### config.mk
export PLATFORM = sky130hd
export DESIGN_NAME = bin_gray
export DESIGN_NICKNAME = d
export VERILOG_FILES = /design/src/rtl/bin_gray_pkg.sv /design/src/rtl/bin_gray_gray_enc.sv /design/src/rtl/bin_gray.sv
export SDC_FILE = /design/constraint.sdc
export NUM_CORES = 1
export LEC_CHECK = 0
export CORE_AREA = 5 5 42 44
export CTS_BUF_LIST = sky130_fd_sc_hd__clkbuf_4
export DETAILED_ROUTE_END_ITERATION = 10
export DIE_AREA = 0 0 47 49
export DONT_BUFFER_PORTS = 1
export GPL_ROUTABILITY_DRIVEN = 1
export GPL_TIMING_DRIVEN = 0
export PLACE_DENSITY = 0.44
export SYNTH_ARGS = -nofsm -noshare
export SYNTH_HDL_FRONTEND = slang
export SYNTH_SLANG_ARGS = --single-unit
### constraint.sdc
create_clock -name clk -period 1.7 [get_ports clk]
set_input_delay 0.34 -clock clk [delete_from_list [all_inputs] [get_ports clk]]
set_output_delay 0.34 -clock clk [all_outputs]
set_load 0.02 [all_outputs]
### src/rtl/bin_gray_pkg.sv
// Shared constants for the binary/BCD-to-Gray encoder and any block
// that reuses its Gray encoder.
package bin_gray_pkg;

  // Width of the binary input and Gray output words.
  localparam int GRAY_W = 4;

  // Largest value that is still a valid BCD digit.
  localparam logic [GRAY_W-1:0] BCD_MAX = 4'd9;

endpackage : bin_gray_pkg

### src/rtl/bin_gray_gray_enc.sv
// Combinational reflected-binary Gray encoder.
// This is a pure XOR network with no state, so any block that needs a
// binary-to-Gray conversion can instantiate it.
module gray_enc
  import bin_gray_pkg::*;
(
  input  logic [GRAY_W-1:0] bin,
  output logic [GRAY_W-1:0] gray
);

  // The MSB passes through; each lower bit is the XOR of its bit and the bit above it.
  always_comb begin
    gray[3] = bin[3];
    gray[2] = bin[3] ^ bin[2];
    gray[1] = bin[2] ^ bin[1];
    gray[0] = bin[1] ^ bin[0];
  end

endmodule : gray_enc

### src/rtl/bin_gray.sv
// Registered 4-bit binary/BCD-to-Gray encoder.
// The encoder has one cycle of latency. Every output comes straight from a
// flop. G and bcd_err hold their values through idle cycles. out_valid marks
// the cycles in which they carry a new result.
module bin_gray
  import bin_gray_pkg::*;
(
  input  logic              clk,
  input  logic              rst_n,
  input  logic              in_valid,
  input  logic              A,
  input  logic              B,
  input  logic              C,
  input  logic              D,
  output logic [GRAY_W-1:0] G,
  output logic              out_valid,
  output logic              bcd_err
);

  logic [GRAY_W-1:0] bin;
  logic [GRAY_W-1:0] gray_enc_out;
  logic              err_now;

  logic [GRAY_W-1:0] g_q, g_d;
  logic              err_q, err_d;
  logic              vld_q, vld_d;

  // Gather the four single-bit inputs into one binary word, with A as the LSB.
  assign bin = {D, C, B, A};

  // All 16 codes are encoded. Codes 10-15 are flagged but not clamped.
  gray_enc u_gray_enc (
    .bin  (bin),
    .gray (gray_enc_out)
  );

  // Codes above 9 are not valid BCD digits.
  assign err_now = (bin > BCD_MAX);

  // Next state: load a new result on a valid input. Otherwise hold the data
  // and drop out_valid.
  always_comb begin
    g_d   = g_q;
    err_d = err_q;
    vld_d = 1'b0;
    if (in_valid) begin
      g_d   = gray_enc_out;
      err_d = err_now;
      vld_d = 1'b1;
    end
  end

  // Output register bank. Reset clears it at once, so an in-flight result is lost.
  always_ff @(posedge clk or negedge rst_n) begin
    if (!rst_n) begin
      g_q   <= '0;
      err_q <= 1'b0;
      vld_q <= 1'b0;
    end else begin
      g_q   <= g_d;
      err_q <= err_d;
      vld_q <= vld_d;
    end
  end

  assign G         = g_q;
  assign bcd_err   = err_q;
  assign out_valid = vld_q;

endmodule : bin_gray

== Yosys cells after proc, flatten, opt, wreduce, memory -nomap -nowiden ==
Index checks and enable logic that the tools add are counted.

* Logic and storage cells: 8
* Output and inout bits: 6
* Bits in registers: 6

* Mux-type cells: 1
* $lt $le $gt $ge: 1
* Bitwise gates (word level): 3

{| class="wikitable"
|+ Operators with widths
! kind !! count
|-
| greater-than comparator 4 bit (second input constant) || 1
|-
| bitwise XOR 1 bit || 3
|-
| two-way mux 1 bit || 1
|}

== Depth between registers and ports, before layout ==
* Word-level depth: 1
* Mapped depth: 5
* Depth with buffers taken out: 5

== Hierarchy ==
From an unflattened synthesis, not the netlist that was laid out.

* Cell total of the unflattened synthesis: 17
* Area total of the unflattened synthesis: 245.2 um^2

{| class="wikitable"
|+ By module, submodules not included
! module !! area an instance (um^2) !! seq. area each (um^2) !! cells an instance !! times used
|-
| bin_gray || 211.5 || 150.1 || 13 || 1
|-
| gray_enc || 33.8 || 0.0 || 4 || 1
|}

== Worst setup path after synthesis ==
No wires, ideal clock.

* Path type: in2reg
* From: input A
* To: register g_q[0] (netlist: G[0])
* Data required time: 1,575 ps
* Buffers on the path: 0
* Arrival: 875 ps
* Stages on the path: 3
* Path slack: 700 ps
* Cell sequence: inv_1 -> ha_1 -> mux2_4

* Cells in the longest elaborated chain, start to end: 1

{| class="wikitable"
|+ Ends and longest elaborated chain
! what !! RTL line !! source
|-
| start: declaration || bin_gray.sv:11 || <nowiki>input logic A,</nowiki>
|-
| bitwise XOR 1 bit || bin_gray_gray_enc.sv:16 || <nowiki>gray[0] = bin[1] ^ bin[0];</nowiki>
|-
| named net gray_enc_out[0] || bin_gray.sv:21 || <nowiki>logic [GRAY_W-1:0] gray_enc_out;</nowiki>
|-
| end signal: assignment || bin_gray.sv:60 || <nowiki>g_q <= g_d;</nowiki>
|-
| end: declaration || bin_gray.sv:24 || <nowiki>logic [GRAY_W-1:0] g_q, g_d;</nowiki>
|}

The timed path passes the listed nets, and every way through them passes these cells.
A chain may end at the register's enable or synchronous reset.

== Final worst setup path ==
* From: register g_q[2] (netlist: G[2])
* To: output G[2]

{| class="wikitable"
|+ RTL lines
! what !! RTL line !! source
|-
| end: declaration || bin_gray.sv:15 || <nowiki>output logic [GRAY_W-1:0] G,</nowiki>
|}

No word-level cell between the ends.

==> metrics.md <==
| Metric | Value |
|---|---|
| Synth Area per Inst | `~11 um2` |
| Max-slew violation count | `0` |
| Num rows | `14` |
| Post-route clock period utilization | `61.3%` |
| Max Cap Viol | `0` |
| Largest net degree at the start of global routing | `8` |
| Levels on crit path | `0` |
| Total wire length after detailed routing | `between 500 and 600 um` |
| Final critical-path required period | `roughly 1.0 ns` |
| Async SR Flop Fraction | `between 90% and 100%` |
| CTS Buf Count | `3` |
| Clk_skew | `0 ns` |
| CTS Sinks | `6` |
| Clock root cell | `clkbuf_4` |
| GRT Util Overall | `between 5 and 6%` |
| Area of the mapped netlist | `310 um2` |
| Reg-to-Reg End | `G[3]` |
| Antenna cells | `0` |
| Initial Util | `22.1%` |
| Setup_tns | `0 ns` |
| Vias in the first global route | `approximately 210` |
| Synth top area share | `48.4%` |
| Multi-input logic area | `126 um2` |
| Syn Inst Count | `27` |
| Post-DRT Antenna Nets | `0` |
| Worst-path clk slew | `approximately 0.040 ns` |
| F_max | `959 MHz` |
| Drt via density | `4.06` |
| Core Box Area | `0.00140 mm2` |
| Die X | `about 47 um` |
| Worst hold start | `in_valid` |
| Seq/Total Area, Yosys | `48.4%` |
| CTS tree | `yes` |
| YS warnings | `0` |
| Seq. cell area | `approximately 150 um2` |
| Area leader, netlist | `dfrtp_1` |
| Clk_lat worst skew | `between 0.2 and 0.25 ns` |
| Final Non-Filler Cells | `47` |
| Crit start category | `register` |
| Inst Count DP | `43` |
| Worst Tran Pin Value | `0.283 ns` |
| Global-route wire length before repair | `between 800 and 900 um` |
| Max clock buf depth | `2` |
| Hold Fails Final Rpt | `0` |
| Crit end category | `primary output` |
| Drt drc | `0` |
| DR WL/cell | `11.4 um` |
| Post-CTS setup repair buffer count | `0` |
| RR Startpoint | `G[3]` |
| Synth top cells by count | `dfrtp_1 (6), inv_1 (6), ha_1 (4)` |
| Hold crit path type | `in2reg` |
| EDFF count, synth | `0` |
| Yosys reg bits | `6` |
| TritonRoute pass-1 iters | `1` |
| Ranking of synthesized cells by area | `dfrtp_1 (48%), ha_1 (16%), mux2_4 (9.7%)` |
| PortBufs | `0` |
| Worst R2R Path Depth | `1` |
| Fillers | `around 160` |
| Die footprint | `0.00230 mm2` |
| Worst Hold End | `out_valid` |
| Data arrival, critical path | `0.70 ns` |
| Post-synth top flop | `dfrtp_1` |
| Post-DP HPWL | `about 450 um` |
| Die Y-Extent | `between 40 and 50 um` |
| Final nets | `44` |
| GR Overflow Total | `0` |
| H-tree depth | `1` |
| Hold depth | `0` |
| Worst EP required | `1.36 ns` |
| RSZ-0062 raised after global routing | `false` |
| R2R Setup Slk | `0.84 ns` |
| VDD IR max | `0.447 mV` |
| Syn_nets | `38` |
| Crit-path max FO | `2` |
| Via count of the routed design | `191` |
| Pleak | `approximately 0.19 nW` |
| Final setup viols | `0` |
| WS Path Type | `reg2out` |
| Yosys cell types | `11` |
| Status | `finished, final reports clean` |
| Pwr dens | `between 1000 and 1500 mW/mm2` |
| Number of top-level pins | `13` |
| P&R area growth vs syn | `16.9%` |
| Initial DRC Count | `0` |
| Share of cells above drive strength 1 | `19.4%` |
| GP Congestion | `0.692` |
| Initial antenna violation count | `0` |
| Max_slew headroom | `around four fifths` |
[cells in the final DEF (no fill, tap or decap)]
| cell | Yosys | layout |
|---|---|---|
| dfrtp_1 | 6 | 6 |
| mux2i_1 | 1 | 1 |
| dlygate4sd3_1 | 0 | 1 |
| nand2_1 | 2 | 2 |
| xnor2_1 | 1 | 1 |
| clkbuf_4 | 0 | 3 |
| ha_1 | 4 | 4 |
| buf_6 | 1 | 1 |
| mux2_4 | 2 | 2 |
| inv_1 | 6 | 6 |
| o22ai_1 | 1 | 1 |
| nor2_1 | 1 | 1 |
| a21oi_1 | 2 | 2 |
[stage by stage]
| step | instance area (um2) | setup slack (ns) | hold slack [ns] | total power, mW | utilization, % |
|---|---|---|---|---|---|
| final | 363 | 0.657 | 0.124 | 0.363 | 25.9 |
| after global routing | 363 | 0.629 | 0.110 | 0.384 | 25.9 |
| after CTS | 363 | 0.643 | 0.117 | 0.372 | 25.9 |
| after detailed placement | 330 | 0.678 | 0.0446 | 0.231 | 23.6 |
| after global placement | 330 | 0.678 | 0.0446 | 0.231 | 23.6 |
| after floorplan | 310 | 0.700 | 0.0444 | 0.222 | - |
[area by class of cell]
type | count | area share [%]
clock buffers | 3 | 6.21
flip-flops and latches | 6 | 41.4
inverters | 6 | 6.21
well taps | 16 | 5.52
plain buffers | 1 | 3.10
multi-input cells | 14 | 34.8
repair buffers | 1 | 2.76
[what timing repair did]
action	4_1_cts	5_1_grt
endpoints found under the hold margin	6	0
resized for setup	0	0
hold buffers	1	0
[routing by layer]
metal | vias up | global-route usage, % | routed length (um)
met3 | 4 | 5.54 | 86
li1 | 91 | - | -
met4 | 0 | 4.15 | 14
met2 | 11 | 7.24 | 228
met5 | - | 0 | 0
met1 | 85 | 5.86 | 208
[kinds of logic (layout without fill, tap and decap cells)]
logic type,Yosys count,after routing,synth area share (%)
adder cells (fa/ha/maj),4,4,16.1
AND/OR/NAND/NOR,3,3,3.63
AO/OA/AOI/OAI,3,3,5.24
flip-flops,6,6,48.4
buffers and inverters,7,11,10.9
XOR/XNOR,1,1,2.82
multiplexers,3,3,12.9
[how the worst max path moves through the flow]
stage	end	slack [ns]	startpoint
after floorplan	G[0]	0.70	A
after global placement	G[0]	0.68	A
after detailed placement	G[0]	0.68	A
after CTS	G[0]	0.64	G[0]
after global routing	G[0]	0.63	G[0]
final	G[2]	0.66	G[2]
[power breakdown]
| part | switching [mW] | total [mW] | leakage [nW] | internal, mW |
|---|---|---|---|---|
| logic | 0.0170 | 0.0405 | 0.104 | 0.0236 |
| registers | 0.0322 | 0.192 | 0.0704 | 0.160 |
| clock network | 0.0511 | 0.131 | 0.0138 | 0.0798 |
| total | 0.100 | 0.363 | 0.188 | 0.263 |
[registers in the layout (all words and copies together), names as in the netlist]
name       flops
bcd_err        1
G              4
out_valid      1
No activity file was read; power rests on OpenSTA's default activity.
